File: src/rtl/pixel_compositor_if.sv
// Pixel compositor bus: per-pixel layer inputs from the raster source and the
// composited VGA-side outputs. The master drives pixels, the slave composites.
interface pixel_compositor_if #(
    parameter int N_LAYERS = 4,
    parameter int COLOR_W  = 8
);
    logic [9:0]                    pixelx;
    logic [9:0]                    pixely;
    logic [N_LAYERS-1:0]           layer_visible;
    logic [N_LAYERS*3*COLOR_W-1:0] layer_color;
    logic [N_LAYERS-1:0]           blink_mask;
    logic [1:0]                    mode;
    logic [COLOR_W-1:0]            vga_r;
    logic [COLOR_W-1:0]            vga_g;
    logic [COLOR_W-1:0]            vga_b;
    logic                          blank;
    logic                          sync;
    logic [3:0]                    hit_layer;

    modport master (
        output pixelx, pixely, layer_visible, layer_color, blink_mask, mode,
        input  vga_r, vga_g, vga_b, blank, sync, hit_layer
    );

    modport slave (
        input  pixelx, pixely, layer_visible, layer_color, blink_mask, mode,
        output vga_r, vga_g, vga_b, blank, sync, hit_layer
    );
endinterface

File: src/rtl/pixel_compositor.sv
// Two-stage layer compositor. Stage 1 resolves blink-masked visibility into the
// top and second layer; stage 2 produces the mode-dependent colour, blanking
// and winning-layer index. A frame counter drives the blink phase.
module pixel_compositor #(
    parameter int                     N_LAYERS     = 4,
    parameter int                     COLOR_W      = 8,
    parameter int                     BLINK_FRAMES = 30,
    parameter logic [3*COLOR_W-1:0]   BG_COLOR     = {8'd165, 8'd196, 8'd212}
) (
    input  logic              clk,
    input  logic              rst,
    pixel_compositor_if.slave px_bus
);
    localparam int CW3   = 3 * COLOR_W;
    // Index and popcount share a 3-bit field placed in the channel MSBs for
    // the debug view; a popcount of 8 wraps to 0 in that field.
    localparam int IDX_W = 3;
    localparam int CNT_W = (BLINK_FRAMES > 1) ? $clog2(BLINK_FRAMES) : 1;

    // Per-channel average with a carry-preserving sum, truncating the LSB.
    function automatic logic [COLOR_W-1:0] avg_chan(input logic [COLOR_W-1:0] a,
                                                    input logic [COLOR_W-1:0] b);
        logic [COLOR_W:0] sum;
        sum = {1'b0, a} + {1'b0, b};
        return sum[COLOR_W:1];
    endfunction

    function automatic logic [CW3-1:0] blend_rgb(input logic [CW3-1:0] a,
                                                 input logic [CW3-1:0] b);
        logic [CW3-1:0] res;
        res = '0;
        for (int c = 0; c < 3; c++) begin
            res[c*COLOR_W +: COLOR_W] = avg_chan(a[c*COLOR_W +: COLOR_W],
                                                 b[c*COLOR_W +: COLOR_W]);
        end
        return res;
    endfunction

    function automatic logic [IDX_W-1:0] popcount(input logic [N_LAYERS-1:0] v);
        int cnt;
        cnt = 0;
        for (int i = 0; i < N_LAYERS; i++) begin
            if (v[i]) cnt++;
        end
        return IDX_W'(cnt);
    endfunction

    function automatic logic [COLOR_W-1:0] scale_field(input logic [IDX_W-1:0] v);
        return COLOR_W'(v) << (COLOR_W - IDX_W);
    endfunction

    // ---------------- frame tick / blink phase ----------------
    logic             at_origin;
    logic             frame_tick;
    logic             prev_origin_q;
    logic [CNT_W-1:0] frame_cnt_q, frame_cnt_d;
    logic             blink_phase_q, blink_phase_d;

    assign at_origin  = (px_bus.pixelx == 10'd0) && (px_bus.pixely == 10'd0);
    assign frame_tick = at_origin && !prev_origin_q;

    // Next frame count and blink phase; wrap toggles the phase.
    always_comb begin
        frame_cnt_d   = frame_cnt_q;
        blink_phase_d = blink_phase_q;
        if (frame_tick) begin
            if (frame_cnt_q == CNT_W'(BLINK_FRAMES - 1)) begin
                frame_cnt_d   = '0;
                blink_phase_d = ~blink_phase_q;
            end else begin
                frame_cnt_d = frame_cnt_q + 1'b1;
            end
        end
    end

    // Origin edge detector, frame counter and blink phase. The origin flag
    // resets high so holding (0,0) through reset does not count a frame.
    always_ff @(posedge clk or negedge rst) begin
        if (!rst) begin
            prev_origin_q <= 1'b1;
            frame_cnt_q   <= '0;
            blink_phase_q <= 1'b0;
        end else begin
            prev_origin_q <= at_origin;
            frame_cnt_q   <= frame_cnt_d;
            blink_phase_q <= blink_phase_d;
        end
    end

    // ---------------- stage 1: visibility and layer pick ----------------
    logic [N_LAYERS-1:0] eff_vis;
    logic                top_vld_d, sec_vld_d;
    logic [IDX_W-1:0]    top_idx_d;
    logic [CW3-1:0]      top_col_d, sec_col_d;

    assign eff_vis = px_bus.layer_visible & ~(px_bus.blink_mask & {N_LAYERS{blink_phase_q}});

    // Lowest set index wins; second is the lowest set index other than the top.
    always_comb begin
        top_vld_d = 1'b0;
        top_idx_d = '0;
        top_col_d = '0;
        sec_vld_d = 1'b0;
        sec_col_d = '0;
        for (int i = N_LAYERS - 1; i >= 0; i--) begin
            if (eff_vis[i]) begin
                top_vld_d = 1'b1;
                top_idx_d = IDX_W'(i);
                top_col_d = px_bus.layer_color[i*CW3 +: CW3];
            end
        end
        for (int i = N_LAYERS - 1; i >= 0; i--) begin
            if (eff_vis[i] && (IDX_W'(i) != top_idx_d)) begin
                sec_vld_d = 1'b1;
                sec_col_d = px_bus.layer_color[i*CW3 +: CW3];
            end
        end
    end

    logic                s1_vld_q;
    logic [9:0]          s1_px_q, s1_py_q;
    logic [1:0]          s1_mode_q;
    logic [N_LAYERS-1:0] s1_vis_q;
    logic                s1_top_vld_q, s1_sec_vld_q;
    logic [IDX_W-1:0]    s1_top_idx_q;
    logic [CW3-1:0]      s1_top_col_q, s1_sec_col_q;

    // Stage 1 register; the valid bit keeps reset contents off the screen.
    always_ff @(posedge clk or negedge rst) begin
        if (!rst) begin
            s1_vld_q     <= 1'b0;
            s1_px_q      <= '0;
            s1_py_q      <= '0;
            s1_mode_q    <= '0;
            s1_vis_q     <= '0;
            s1_top_vld_q <= 1'b0;
            s1_top_idx_q <= '0;
            s1_top_col_q <= '0;
            s1_sec_vld_q <= 1'b0;
            s1_sec_col_q <= '0;
        end else begin
            s1_vld_q     <= 1'b1;
            s1_px_q      <= px_bus.pixelx;
            s1_py_q      <= px_bus.pixely;
            s1_mode_q    <= px_bus.mode;
            s1_vis_q     <= eff_vis;
            s1_top_vld_q <= top_vld_d;
            s1_top_idx_q <= top_idx_d;
            s1_top_col_q <= top_col_d;
            s1_sec_vld_q <= sec_vld_d;
            s1_sec_col_q <= sec_col_d;
        end
    end

    // ---------------- stage 2: colour, blank, hit ----------------
    logic [CW3-1:0] col_d;
    logic [3:0]     hit_d;
    logic           blank_d;

    // Mode-dependent colour; anything outside the visible area is forced black.
    always_comb begin
        col_d = BG_COLOR;
        hit_d = 4'hF;
        case (s1_mode_q)
            2'b00: begin
                if (s1_top_vld_q) begin
                    col_d = s1_top_col_q;
                    hit_d = 4'(s1_top_idx_q);
                end
            end
            2'b01: begin
                if (s1_top_vld_q) begin
                    col_d = blend_rgb(s1_top_col_q, s1_sec_vld_q ? s1_sec_col_q : BG_COLOR);
                    hit_d = 4'(s1_top_idx_q);
                end
            end
            2'b10: begin
                col_d = BG_COLOR;
            end
            default: begin
                if (s1_top_vld_q) begin
                    col_d = {scale_field(s1_top_idx_q), {COLOR_W{1'b0}},
                             scale_field(popcount(s1_vis_q))};
                    hit_d = 4'(s1_top_idx_q);
                end
            end
        endcase
        blank_d = s1_vld_q && (s1_px_q < 10'd640) && (s1_py_q < 10'd480);
        if (!blank_d) col_d = '0;
    end

    logic [CW3-1:0] s2_col_q;
    logic [3:0]     s2_hit_q;
    logic           s2_blank_q;

    // Stage 2 output register.
    always_ff @(posedge clk or negedge rst) begin
        if (!rst) begin
            s2_col_q   <= '0;
            s2_hit_q   <= 4'hF;
            s2_blank_q <= 1'b0;
        end else begin
            s2_col_q   <= col_d;
            s2_hit_q   <= hit_d;
            s2_blank_q <= blank_d;
        end
    end

    assign px_bus.vga_r     = s2_col_q[2*COLOR_W +: COLOR_W];
    assign px_bus.vga_g     = s2_col_q[COLOR_W +: COLOR_W];
    assign px_bus.vga_b     = s2_col_q[0 +: COLOR_W];
    assign px_bus.blank     = s2_blank_q;
    assign px_bus.hit_layer = s2_hit_q;
    assign px_bus.sync      = 1'b1;
endmodule

File: src/flat_wrapper.sv
// flat-port wrapper written by rule: the top's interface ports become plain ports
module pixel_compositor_flat 
#(
    parameter int                     N_LAYERS     = 4,
    parameter int                     COLOR_W      = 8,
    parameter int                     BLINK_FRAMES = 30,
    parameter logic [3*COLOR_W-1:0]   BG_COLOR     = {8'd165, 8'd196, 8'd212}
)
  (clk, rst, px_bus_pixelx, px_bus_pixely, px_bus_layer_visible, px_bus_layer_color, px_bus_blink_mask, px_bus_mode, px_bus_vga_r, px_bus_vga_g, px_bus_vga_b, px_bus_blank, px_bus_sync, px_bus_hit_layer);
  pixel_compositor_if #(.N_LAYERS(N_LAYERS), .COLOR_W(COLOR_W)) px_bus_i ();
  input  logic clk;
  input  logic rst;
  input wire logic [$bits(px_bus_i.pixelx)-1:0] px_bus_pixelx;
  input wire logic [$bits(px_bus_i.pixely)-1:0] px_bus_pixely;
  input wire logic [$bits(px_bus_i.layer_visible)-1:0] px_bus_layer_visible;
  input wire logic [$bits(px_bus_i.layer_color)-1:0] px_bus_layer_color;
  input wire logic [$bits(px_bus_i.blink_mask)-1:0] px_bus_blink_mask;
  input wire logic [$bits(px_bus_i.mode)-1:0] px_bus_mode;
  output wire logic [$bits(px_bus_i.vga_r)-1:0] px_bus_vga_r;
  output wire logic [$bits(px_bus_i.vga_g)-1:0] px_bus_vga_g;
  output wire logic [$bits(px_bus_i.vga_b)-1:0] px_bus_vga_b;
  output wire logic [$bits(px_bus_i.blank)-1:0] px_bus_blank;
  output wire logic [$bits(px_bus_i.sync)-1:0] px_bus_sync;
  output wire logic [$bits(px_bus_i.hit_layer)-1:0] px_bus_hit_layer;
  assign px_bus_i.pixelx = px_bus_pixelx;
  assign px_bus_i.pixely = px_bus_pixely;
  assign px_bus_i.layer_visible = px_bus_layer_visible;
  assign px_bus_i.layer_color = px_bus_layer_color;
  assign px_bus_i.blink_mask = px_bus_blink_mask;
  assign px_bus_i.mode = px_bus_mode;
  assign px_bus_vga_r = px_bus_i.vga_r;
  assign px_bus_vga_g = px_bus_i.vga_g;
  assign px_bus_vga_b = px_bus_i.vga_b;
  assign px_bus_blank = px_bus_i.blank;
  assign px_bus_sync = px_bus_i.sync;
  assign px_bus_hit_layer = px_bus_i.hit_layer;
  pixel_compositor #(.N_LAYERS(N_LAYERS), .COLOR_W(COLOR_W), .BLINK_FRAMES(BLINK_FRAMES), .BG_COLOR(BG_COLOR)) u_core (.clk(clk), .rst(rst), .px_bus(px_bus_i));
endmodule
File: config.mk
export PLATFORM = sky130hd
export DESIGN_NAME = pixel_compositor_flat
export DESIGN_NICKNAME = d
export VERILOG_FILES = /design/src/rtl/pixel_compositor_if.sv /design/src/rtl/pixel_compositor.sv /design/src/flat_wrapper.sv
export SDC_FILE = /design/constraint.sdc
export NUM_CORES = 1
export LEC_CHECK = 0
export ABC_AREA = 1
export CAP_MARGIN = 40
export CORE_ASPECT_RATIO = 2
export CORE_MARGIN = 2
export CORE_UTILIZATION = 54
export DETAILED_ROUTE_END_ITERATION = 7
export GPL_TIMING_DRIVEN = 1
export PLACE_DENSITY_LB_ADDON = 0.25
export SLEW_MARGIN = 20
export SYNTH_ARGS = -nofsm -noshare
export SYNTH_HDL_FRONTEND = slang
export SYNTH_SLANG_ARGS = --single-unit
File: constraint.sdc
create_clock -name clk -period 4.64 [get_ports clk]
set_clock_uncertainty 0.2 [all_clocks]
set_input_delay 0.696 -clock clk [delete_from_list [all_inputs] [get_ports clk]]
set_output_delay 0.696 -clock clk [all_outputs]
set_load 0.05 [all_outputs]
==> metrics.txt <==
status completed; GRT overflow 0; Internal 1.75 mW; Vias/cell 5.38; I/O Pins 158; number of distinct library cells after synthesis 39; fin util 0.723; dpl hpwl 13000 um; Buffers on Ports 156; Final Slew Violations 0; Slew @ Worst Pin 0.761 ns; CP Capture Type flop; Num Clock Sinks 102; most common cell after layout, fill and taps aside nand2_1; vias in the first global route 5971; share of cells above drive strength 1 0.0507; Post-synth EDFFs 0; sw frac 0.286; R2R Path End u_core.s1_sec_col_q[23]$_DFF_PN0_; fmax 0.316 GHz; Req. time, crit path 4.65 ns; pwr/cell area 303 nW/um2; P&R area growth vs syn 31.2%; core area 11200 um2; DP Worst Slack 1.19 ns; Antenna Cells 0; clk slew on worst S/H paths 0.06 ns; post-route ant nets 0; post-route setup slack 1.48 ns; Crit Path Class in2reg; CP max FO 36; fill count 893; Syn Std Cell Area 6180 um2; FFs w/ async S/R, synth 1.00; ys flop type dfrtp_1; Area after DPL 7770 um2; HP Class in2async; Slew HR 0.491; Reg2Reg Depth 7; flop-to-flop setup slack 1.82 ns; Clock Path Buffers 2; Critical Path AT 3.17 ns; Die W 79.7 um; post-route cell area 8110 um2; power consumption 2.46 mW; Final setup viols 0; clock root cell clkbuf_16; CTS Hold Bufs 0; RSZ-0062 raised after global routing false; Combinational Power Share 0.256; leak pwr 4.00 nW; post_cts resized 0; Synth warnings 0; TritonCTS buffer count 9; power share of the clock group 0.345; largest net degree at the start of global routing 53; fin cells 1128; sequential share of power 0.400; min Tclk post-route 3.16 ns; Startpoint Class input port; max-cap viol count 0; # H-tree levels 3; DRC Markers 0; Post-Synthesis Cells 843; drt pass-1 iters 5; commonest cells after routing, fill and taps aside nand2_1 (236), clkdlybuf4s50_1 (155), inv_1 (106), dfrtp_1 (98), nand3_1 (80); setup bufs post-CTS 0; clock latency on the worst-skew pair 0.34 ns; vias 6066; sequential fraction of the synthesis area 0.414; setup TNS 0 ns; initial DRC count 269; WL final 16700 um; die area 12400 um2; drt wl/cell 14.8 um; nets 1140; final hold slack 0.0588 ns; placer congestion estimate 0.931; Rows 55; Total GRT Usage 0.281; flops & latches, synth 102; initial core utilization 0.551; Die Ht 155 um; Final Cycle Share 0.681; Reg2Reg Launch Point u_core.blink_phase_q$_DFFE_PN0P_; origin of the worst setup path px_bus_blink_mask[1]; first-pass GRT wire length 27200 um; Final Hold Fails 0; Syn Area/Cell 7.34 um2; Worst VDD drop 0.000214 V; initial antenna violation count 0; CTS tree yes; Placed Cells incl. Taps 1113; switching power 704 uW
## cells in the mapped netlist, drive strengths merged (2+ instances only)
cell,count,area share
nand2,242,0.15
inv,109,0.067
o21ai,109,0.090
dfrtp,98,0.40
nand3,80,0.065
nor2,47,0.031
a21oi,44,0.036
ha,27,0.055
buf,22,0.025
or2,15,0.015
clkbuf,10,0.0063
nand4,8,0.0081
dfstp,4,0.017
nand3b,4,0.0049
nor3,4,0.0032
xor2,4,0.0057
fa,3,0.0097
o211ai,3,0.0036
xnor2,2,0.0028
## registers in the layout, summed over array words and instances, names as in the netlist
signal                   flops
u_core.s1_top_col_q         24
u_core.s2_col_q             24
u_core.s1_mode_q             2
u_core.s1_vld_q              1
u_core.blink_phase_q         1
u_core.px_bus.hit_layer      3
u_core.px_bus.blank          1
u_core.s1_vis_q              4
u_core.frame_cnt_q           5
u_core.s1_sec_col_q         24
u_core.s1_px_q               3
u_core.s1_sec_vld_q          1
u_core.s1_top_vld_q          1
u_core.s1_py_q               5
u_core.s1_top_idx_q          2
u_core.prev_origin_q         1
## final cells by class
type | instances | area [um2] | share of cell area
multi-input cells | 601 | 3020 | 0.373
well taps | 142 | 178 | 0.0219
clock buffers | 11 | 243 | 0.0299
inverters | 109 | 412 | 0.0508
flip-flops and latches | 102 | 2560 | 0.315
repair buffers | 159 | 1600 | 0.197
clock inverters | 4 | 95.1 | 0.0117
## logic make-up (layout without fill, tap and decap cells)
logic type               after synthesis  count (layout)  share of synthesized area
AND/OR/NAND/NOR                      401             401                      0.279
AO/OA/AOI/OAI                        162             162                      0.136
buffers and inverters                141             283                     0.0979
flip-flops                           102             102                      0.414
adder cells (fa/ha/maj)               30              30                     0.0643
XOR/XNOR                               6               6                    0.00850
other                                  1               2                   0.000606
## worst max-delay path: stages
cell	delay, ns
clkdlybuf4s50_1	0.45
nand2_1	0.06
nand2_2	0.45
nand2_4	0.42
o21ai_4	0.74
o21ai_0	0.18
nand2_1	0.08
o21ai_0	0.08
## power groups by stage
stage,combinational (mW),sequential [mW],clock (mW)
after detailed placement,0.619,0.998,0
after global routing,0.701,0.987,0.893
final,0.628,0.982,0.847
after CTS,0.625,0.981,0.860
after global placement,0.604,0.996,0
after floorplan,0.348,1.03,0
## how the worst max path moves through the flow
| stage | to | slack [ns] | cells after the start |
|---|---|---|---|
| after floorplan | u_core.s2_col_q[6]$_DFF_PN0_ | 2.59 | 10 |
| after global placement | u_core.s1_sec_col_q[23]$_DFF_PN0_ | 1.24 | 8 |
| after detailed placement | u_core.s1_sec_col_q[23]$_DFF_PN0_ | 1.19 | 8 |
| after CTS | u_core.s1_sec_col_q[23]$_DFF_PN0_ | 1.53 | 8 |
| after global routing | u_core.s1_sec_col_q[3]$_DFF_PN0_ | 1.30 | 8 |
| final | u_core.s1_sec_col_q[23]$_DFF_PN0_ | 1.48 | 8 |
## metal layers
metal  routed length (um)  up-vias  GRT usage  share of wire
met5                    0        -          0              0
met4                  659        0      0.130          0.040
met3                  873       47     0.0447          0.052
met2                 9150      248      0.510           0.55
met1                 5970     2781      0.312           0.36
li1                     -     2990          -              -
No activity file was read; power rests on OpenSTA's default activity.
